==> config.mk <==
export PLATFORM = sky130hd
export DESIGN_NAME = mem_access_unit
export DESIGN_NICKNAME = d
export VERILOG_FILES = /design/src/rtl/mem_access_unit.sv
export SDC_FILE = /design/constraint.sdc
export NUM_CORES = 1
export LEC_CHECK = 0
export BUFFER_PORTS_ARGS = -buffer_cell sky130_fd_sc_hd__buf_2
export CAP_MARGIN = 20
export CORE_AREA = 4 4 123 125
export CTS_CLUSTER_DIAMETER = 40
export DETAILED_ROUTE_END_ITERATION = 12
export DIE_AREA = 0 0 127 129
export PLACE_DENSITY_LB_ADDON = 0.2
export SETUP_SLACK_MARGIN = 0.5
export SLEW_MARGIN = 20
export SYNTH_ARGS = -nofsm -noshare
export SYNTH_HDL_FRONTEND = slang
export SYNTH_SLANG_ARGS = --single-unit
==> constraint.sdc <==
create_clock -name clk -period 2.9 [get_ports clk]
set_clock_uncertainty 0.15 [all_clocks]
set_input_delay 0.725 -clock clk [delete_from_list [all_inputs] [get_ports clk]]
set_output_delay 0.725 -clock clk [all_outputs]
set_load 0.01 [all_outputs]
==> src/rtl/mem_access_unit.sv <==
// rtl/mem_access_unit.sv - MEM-stage load/store engine with dmem request/grant/response handshake
module mem_access_unit (
    input  logic        clk,
    input  logic        resetn,
    input  logic [31:0] aluResult,
    input  logic [31:0] aluOperand2,
    input  logic [4:0]  rd,
    input  logic        memRead,
    input  logic        memWrite,
    input  logic [1:0]  memSize,
    input  logic        memUnsigned,
    input  logic        memToReg,
    input  logic        regWrite,
    output logic        stall,
    output logic        dmem_req,
    output logic        dmem_we,
    output logic [31:0] dmem_addr,
    output logic [31:0] dmem_wdata,
    output logic [3:0]  dmem_be,
    input  logic        dmem_gnt,
    input  logic        dmem_rvalid,
    input  logic [31:0] dmem_rdata,
    output logic [31:0] wbDataOut,
    output logic [4:0]  rdOut,
    output logic        regWriteOut,
    output logic        misalignedOut
);

    typedef enum logic [1:0] {IDLE, REQ, RESP, DONE} stateT;

    stateT       state;
    logic        access;
    logic        aligned;
    logic [31:0] storeData;
    logic [3:0]  storeBe;
    logic [31:0] loadLane;
    logic [31:0] loadData;

    logic [1:0]  sizeQ;
    logic        unsignedQ;
    logic        memToRegQ;
    logic        regWriteQ;
    logic [4:0]  rdQ;
    logic [31:0] aluQ;
    logic [31:0] loadQ;

    always_comb begin
        access = memRead | memWrite;
        case (memSize)
            2'b00:   aligned = 1'b1;
            2'b01:   aligned = ~aluResult[0];
            default: aligned = (aluResult[1:0] == 2'b00);
        endcase

        case (memSize)
            2'b00: begin
                storeData = {4{aluOperand2[7:0]}};
                storeBe   = 4'b0001 << aluResult[1:0];
            end
            2'b01: begin
                storeData = {2{aluOperand2[15:0]}};
                storeBe   = 4'b0011 << {aluResult[1], 1'b0};
            end
            default: begin
                storeData = aluOperand2;
                storeBe   = 4'b1111;
            end
        endcase

        // Byte offset comes from the latched address; dmem_addr has its low bits cleared.
        loadLane = dmem_rdata >> {aluQ[1:0], 3'b000};
        case (sizeQ)
            2'b00:   loadData = unsignedQ ? {24'b0, loadLane[7:0]}
                                          : {{24{loadLane[7]}}, loadLane[7:0]};
            2'b01:   loadData = unsignedQ ? {16'b0, loadLane[15:0]}
                                          : {{16{loadLane[15]}}, loadLane[15:0]};
            default: loadData = dmem_rdata;
        endcase

        stall = resetn & (((state == IDLE) & access & aligned) | (state == REQ) | (state == RESP));
    end

    always_ff @(posedge clk) begin
        if (!resetn) begin
            state         <= IDLE;
            dmem_req      <= 1'b0;
            dmem_we       <= 1'b0;
            dmem_addr     <= 32'b0;
            dmem_wdata    <= 32'b0;
            dmem_be       <= 4'b0;
            wbDataOut     <= 32'b0;
            rdOut         <= 5'b0;
            regWriteOut   <= 1'b0;
            misalignedOut <= 1'b0;
            sizeQ         <= 2'b0;
            unsignedQ     <= 1'b0;
            memToRegQ     <= 1'b0;
            regWriteQ     <= 1'b0;
            rdQ           <= 5'b0;
            aluQ          <= 32'b0;
            loadQ         <= 32'b0;
        end else begin
            case (state)
                IDLE: begin
                    if (!access) begin
                        wbDataOut     <= aluResult;
                        rdOut         <= rd;
                        regWriteOut   <= regWrite;
                        misalignedOut <= 1'b0;
                    end else if (!aligned) begin
                        wbDataOut     <= aluResult;
                        rdOut         <= rd;
                        regWriteOut   <= 1'b0;
                        misalignedOut <= 1'b1;
                    end else begin
                        dmem_req      <= 1'b1;
                        dmem_we       <= memWrite;
                        dmem_addr     <= {aluResult[31:2], 2'b00};
                        dmem_wdata    <= storeData;
                        dmem_be       <= storeBe;
                        sizeQ         <= memSize;
                        unsignedQ     <= memUnsigned;
                        memToRegQ     <= memToReg;
                        regWriteQ     <= regWrite;
                        rdQ           <= rd;
                        aluQ          <= aluResult;
                        regWriteOut   <= 1'b0;
                        misalignedOut <= 1'b0;
                        state         <= REQ;
                    end
                end
                REQ: begin
                    regWriteOut   <= 1'b0;
                    misalignedOut <= 1'b0;
                    if (dmem_gnt) begin
                        dmem_req <= 1'b0;
                        state    <= dmem_we ? DONE : RESP;
                    end
                end
                RESP: begin
                    regWriteOut   <= 1'b0;
                    misalignedOut <= 1'b0;
                    if (dmem_rvalid) begin
                        loadQ <= loadData;
                        state <= DONE;
                    end
                end
                DONE: begin
                    wbDataOut     <= (memToRegQ && !dmem_we) ? loadQ : aluQ;
                    rdOut         <= rdQ;
                    regWriteOut   <= regWriteQ;
                    misalignedOut <= 1'b0;
                    state         <= IDLE;
                end
                default: state <= IDLE;
            endcase
        end
    end

endmodule

==> flow_metrics.tcl <==
set metrics [dict create \
    synth.area.mux_share_pct 9.98 \
    vdd_drop_max_mv 0.481 \
    die-area_um2 16400 \
    clock_latency_ns 0.42 \
    synth_compound_area_share_pct 23.7 \
    ys_seq_area_share_pct 42.4 \
    p_per_area_nw_per_um2 891 \
    dp_hpwl_um 14600 \
    ys.flop_type "dfxtp_1" \
    critPathArrivalTime_ns 2.58 \
    maxCapViolations 0 \
    avgRoutedWirePerCell_um 17.4 \
    required_ns 3.11 \
    final_common_cell "buf_2" \
    ios 222 \
    diodes 0 \
    wirelength_um 21300 \
    vias_per_cell 5.51 \
    synth_area_leaders "dfxtp_1 42%, a21oi_1 10%, mux2i_1 10%" \
    synth-simple-area-share_pct 14.5 \
    final_cell_mix "217 x buf_2, 151 x dfxtp_1, 148 x a21oi_1" \
    rsz0062_at_grt "false" \
    multiInputGateArea_um2 3630 \
    yosysWarnings 0 \
    synth-async-reset-ratio_pct 0 \
    dieHeight_um 129 \
    overflow 0 \
    cts-root-buf "clkbuf_16" \
    hold_class "flip-flop to flip-flop" \
    startpoint_type "flip-flop" \
    nets 1147 \
    finalCritPeriodShare_pct 81.6 \
    clkSinkCount 153 \
    grt_max_degree 72 \
    core-area_um2 13900 \
    drtIter0Drc 527 \
    cp_max_fo 16 \
    htree_levels 4 \
    synthAdderAreaFrac_pct 0.866 \
    drive_gt1_share_pct 28.7 \
    drcViolationCount 0 \
    endpoint_kind "flip-flop" \
    min_period_ns 2.37 \
    ant_nets 0 \
    final.fill_count 1236 \
    slew_violations 0 \
    synth.avg_cell_area_um2 8.32 \
    synth-edff-count 0 \
    clock_power_share_pct 29.2 \
    synth_xor_area_share_pct 0 \
    routabilityCongestion 0.865 \
    fmax_ghz 0.423 \
    intPower_w 0.00516 \
    p_sw_w 0.00279 \
    cts_hold_buf 0 \
    yosysUniqueCellTypes 44 \
    power.leakage_nw 4.04 \
    fp.dieW_um 127 \
    synth_top_family_by_area "compound AO/OA/AOI/OAI gates" \
    grt_pass1_vias 6411 \
    grt_pass1_wl_um 33000 \
    post-route-util_pct 64.3 \
    yosysTopAreaCell "dfxtp_1" \
    numPortBuffers 219 \
    antenna_found_initial 1 \
    p_seq_share_pct 37.1 \
    cts_tree "done" \
    relSlewSlack_pct 30.2 \
    setup_viol 0 \
    worstMarginPinSlew_ns 1.05 \
    swShare_pct 35.0 \
    syn_to_final_growth_pct 23.5 \
    finalHoldViolCount 0 \
    cts.path.max_buffers 2 \
    clk_pin_slew_ns 0.06 \
    synthDominantCellAreaShare_pct 42.4 \
    criticalPathCategory "flip-flop to flip-flop" \
    synthCells 868 \
    initial_core_util_pct 52.0 \
    synth-seq-cells 153 \
    detailroute.via_count 6735 \
    regArea_um2 3070 \
    status "finished clean" \
    finalSetupTns_ns 0 \
    combPwrFrac_pct 33.7 \
    firstDrtPassIters 5 \
    grtUsageTotal_pct 25.1 \
    rows 43 \
    cts_buffers 17 \
    synth_area_um2 7220 \
]
power by group through the flow:
stage	logic (W)	registers, W	clock network (W)
after floorplan	0.00167	0.00306	0
after global placement	0.00252	0.00297	0
after detailed placement	0.00257	0.00297	0
after CTS	0.00262	0.00294	0.00235
after global routing	0.00295	0.00301	0.00245
final	0.00268	0.00295	0.00232
metal layers:
layer	wire length, um	track usage [%]	vias to the layer above
li1	-	-	3343
met1	9340	32.9	3093
met2	9660	39.7	267
met3	1900	7.76	30
met4	342	8.01	2
met5	12	0	-
layout make-up:
type | instances | share of cell area [%]
clock inverters | 10 | 1.58
inverters | 7 | 0.336
flip-flops and latches | 153 | 34.3
clock buffers | 22 | 5.43
well taps | 180 | 2.52
repair buffers | 246 | 15.1
multi-input cells | 605 | 40.7
stage by stage:
step / hold slack (ns) / power [W] / cell area [um2] / setup slack [ns] / instances
floorplan: 0.281 / 0.00473 / 7270 / 0.354 / 869
detailed placement: 0.295 / 0.00554 / 8200 / 0.170 / 1185
finish: 0.306 / 0.00795 / 8920 / 0.534 / 1223
global placement: 0.287 / 0.00549 / 8200 / 0.214 / 1185
CTS: 0.305 / 0.00791 / 8870 / 0.481 / 1220
global route: 0.325 / 0.00841 / 8920 / 0.501 / 1223
worst paths after layout:
kind	from	endpoint	slack, ns	cells after the start
min	dmem_wdata[2]	dmem_wdata[2]	0.31	2
max reg2reg	state[1]	wbDataOut[31]	0.53	5
min reg2reg	dmem_wdata[2]	dmem_wdata[2]	0.31	2
max	state[1]	wbDataOut[31]	0.53	5
repair_timing:
action | in CTS | in global routing
buffers inserted | 3 | 2
resized for setup | 8 | 10
endpoints found under the setup margin | 33 | 33
gates cloned | 0 | 1
pin swaps | 3 | 4
registers in the layout (all words and copies together), names as in the netlist:
register and count:
memToRegQ 1, unsignedQ 1, loadQ 32, regWriteQ 1, dmem_wdata 32, wbDataOut 32
state 2, aluQ 32, sizeQ 2, misalignedOut 1, dmem_req 1, regWriteOut 1
rdQ 5, rdOut 5, dmem_be 4, dmem_we 1
worst max-delay path: stages, from the launching register on:
cell and delay [ns]:
dfxtp_2 0.41, inv_4 0.06, ha_4 0.18, or2_2 0.41, a21oi_2 0.83, a22o_1 0.26
cell usage after synthesis, types with 2 or more instances:
library cell,n
buf_6,3
clkbuf_1,40
nor3_1,6
inv_1,6
dfxtp_1,153
o221ai_1,7
a211oi_1,23
nand3b_1,10
nand3_1,2
or2_2,4
o21ai_0,42
o22ai_1,2
ha_1,5
a21oi_1,148
buf_4,40
nand4_1,2
nand2_1,136
o21a_1,2
a2bb2oi_1,7
nor4_1,3
buf_1,2
a31oi_1,5
nor2_1,60
and2_0,2
a22o_1,32
buf_2,20
o211ai_1,7
nand2b_1,12
mux2i_1,72
cells by family after synthesis:
logic type / after synthesis
compound gates: 283
simple gates: 242
flops: 153
buf+inv: 112
mux: 72
fa+ha+maj: 5
other cells: 1
Power figures use the tool's default switching activity.
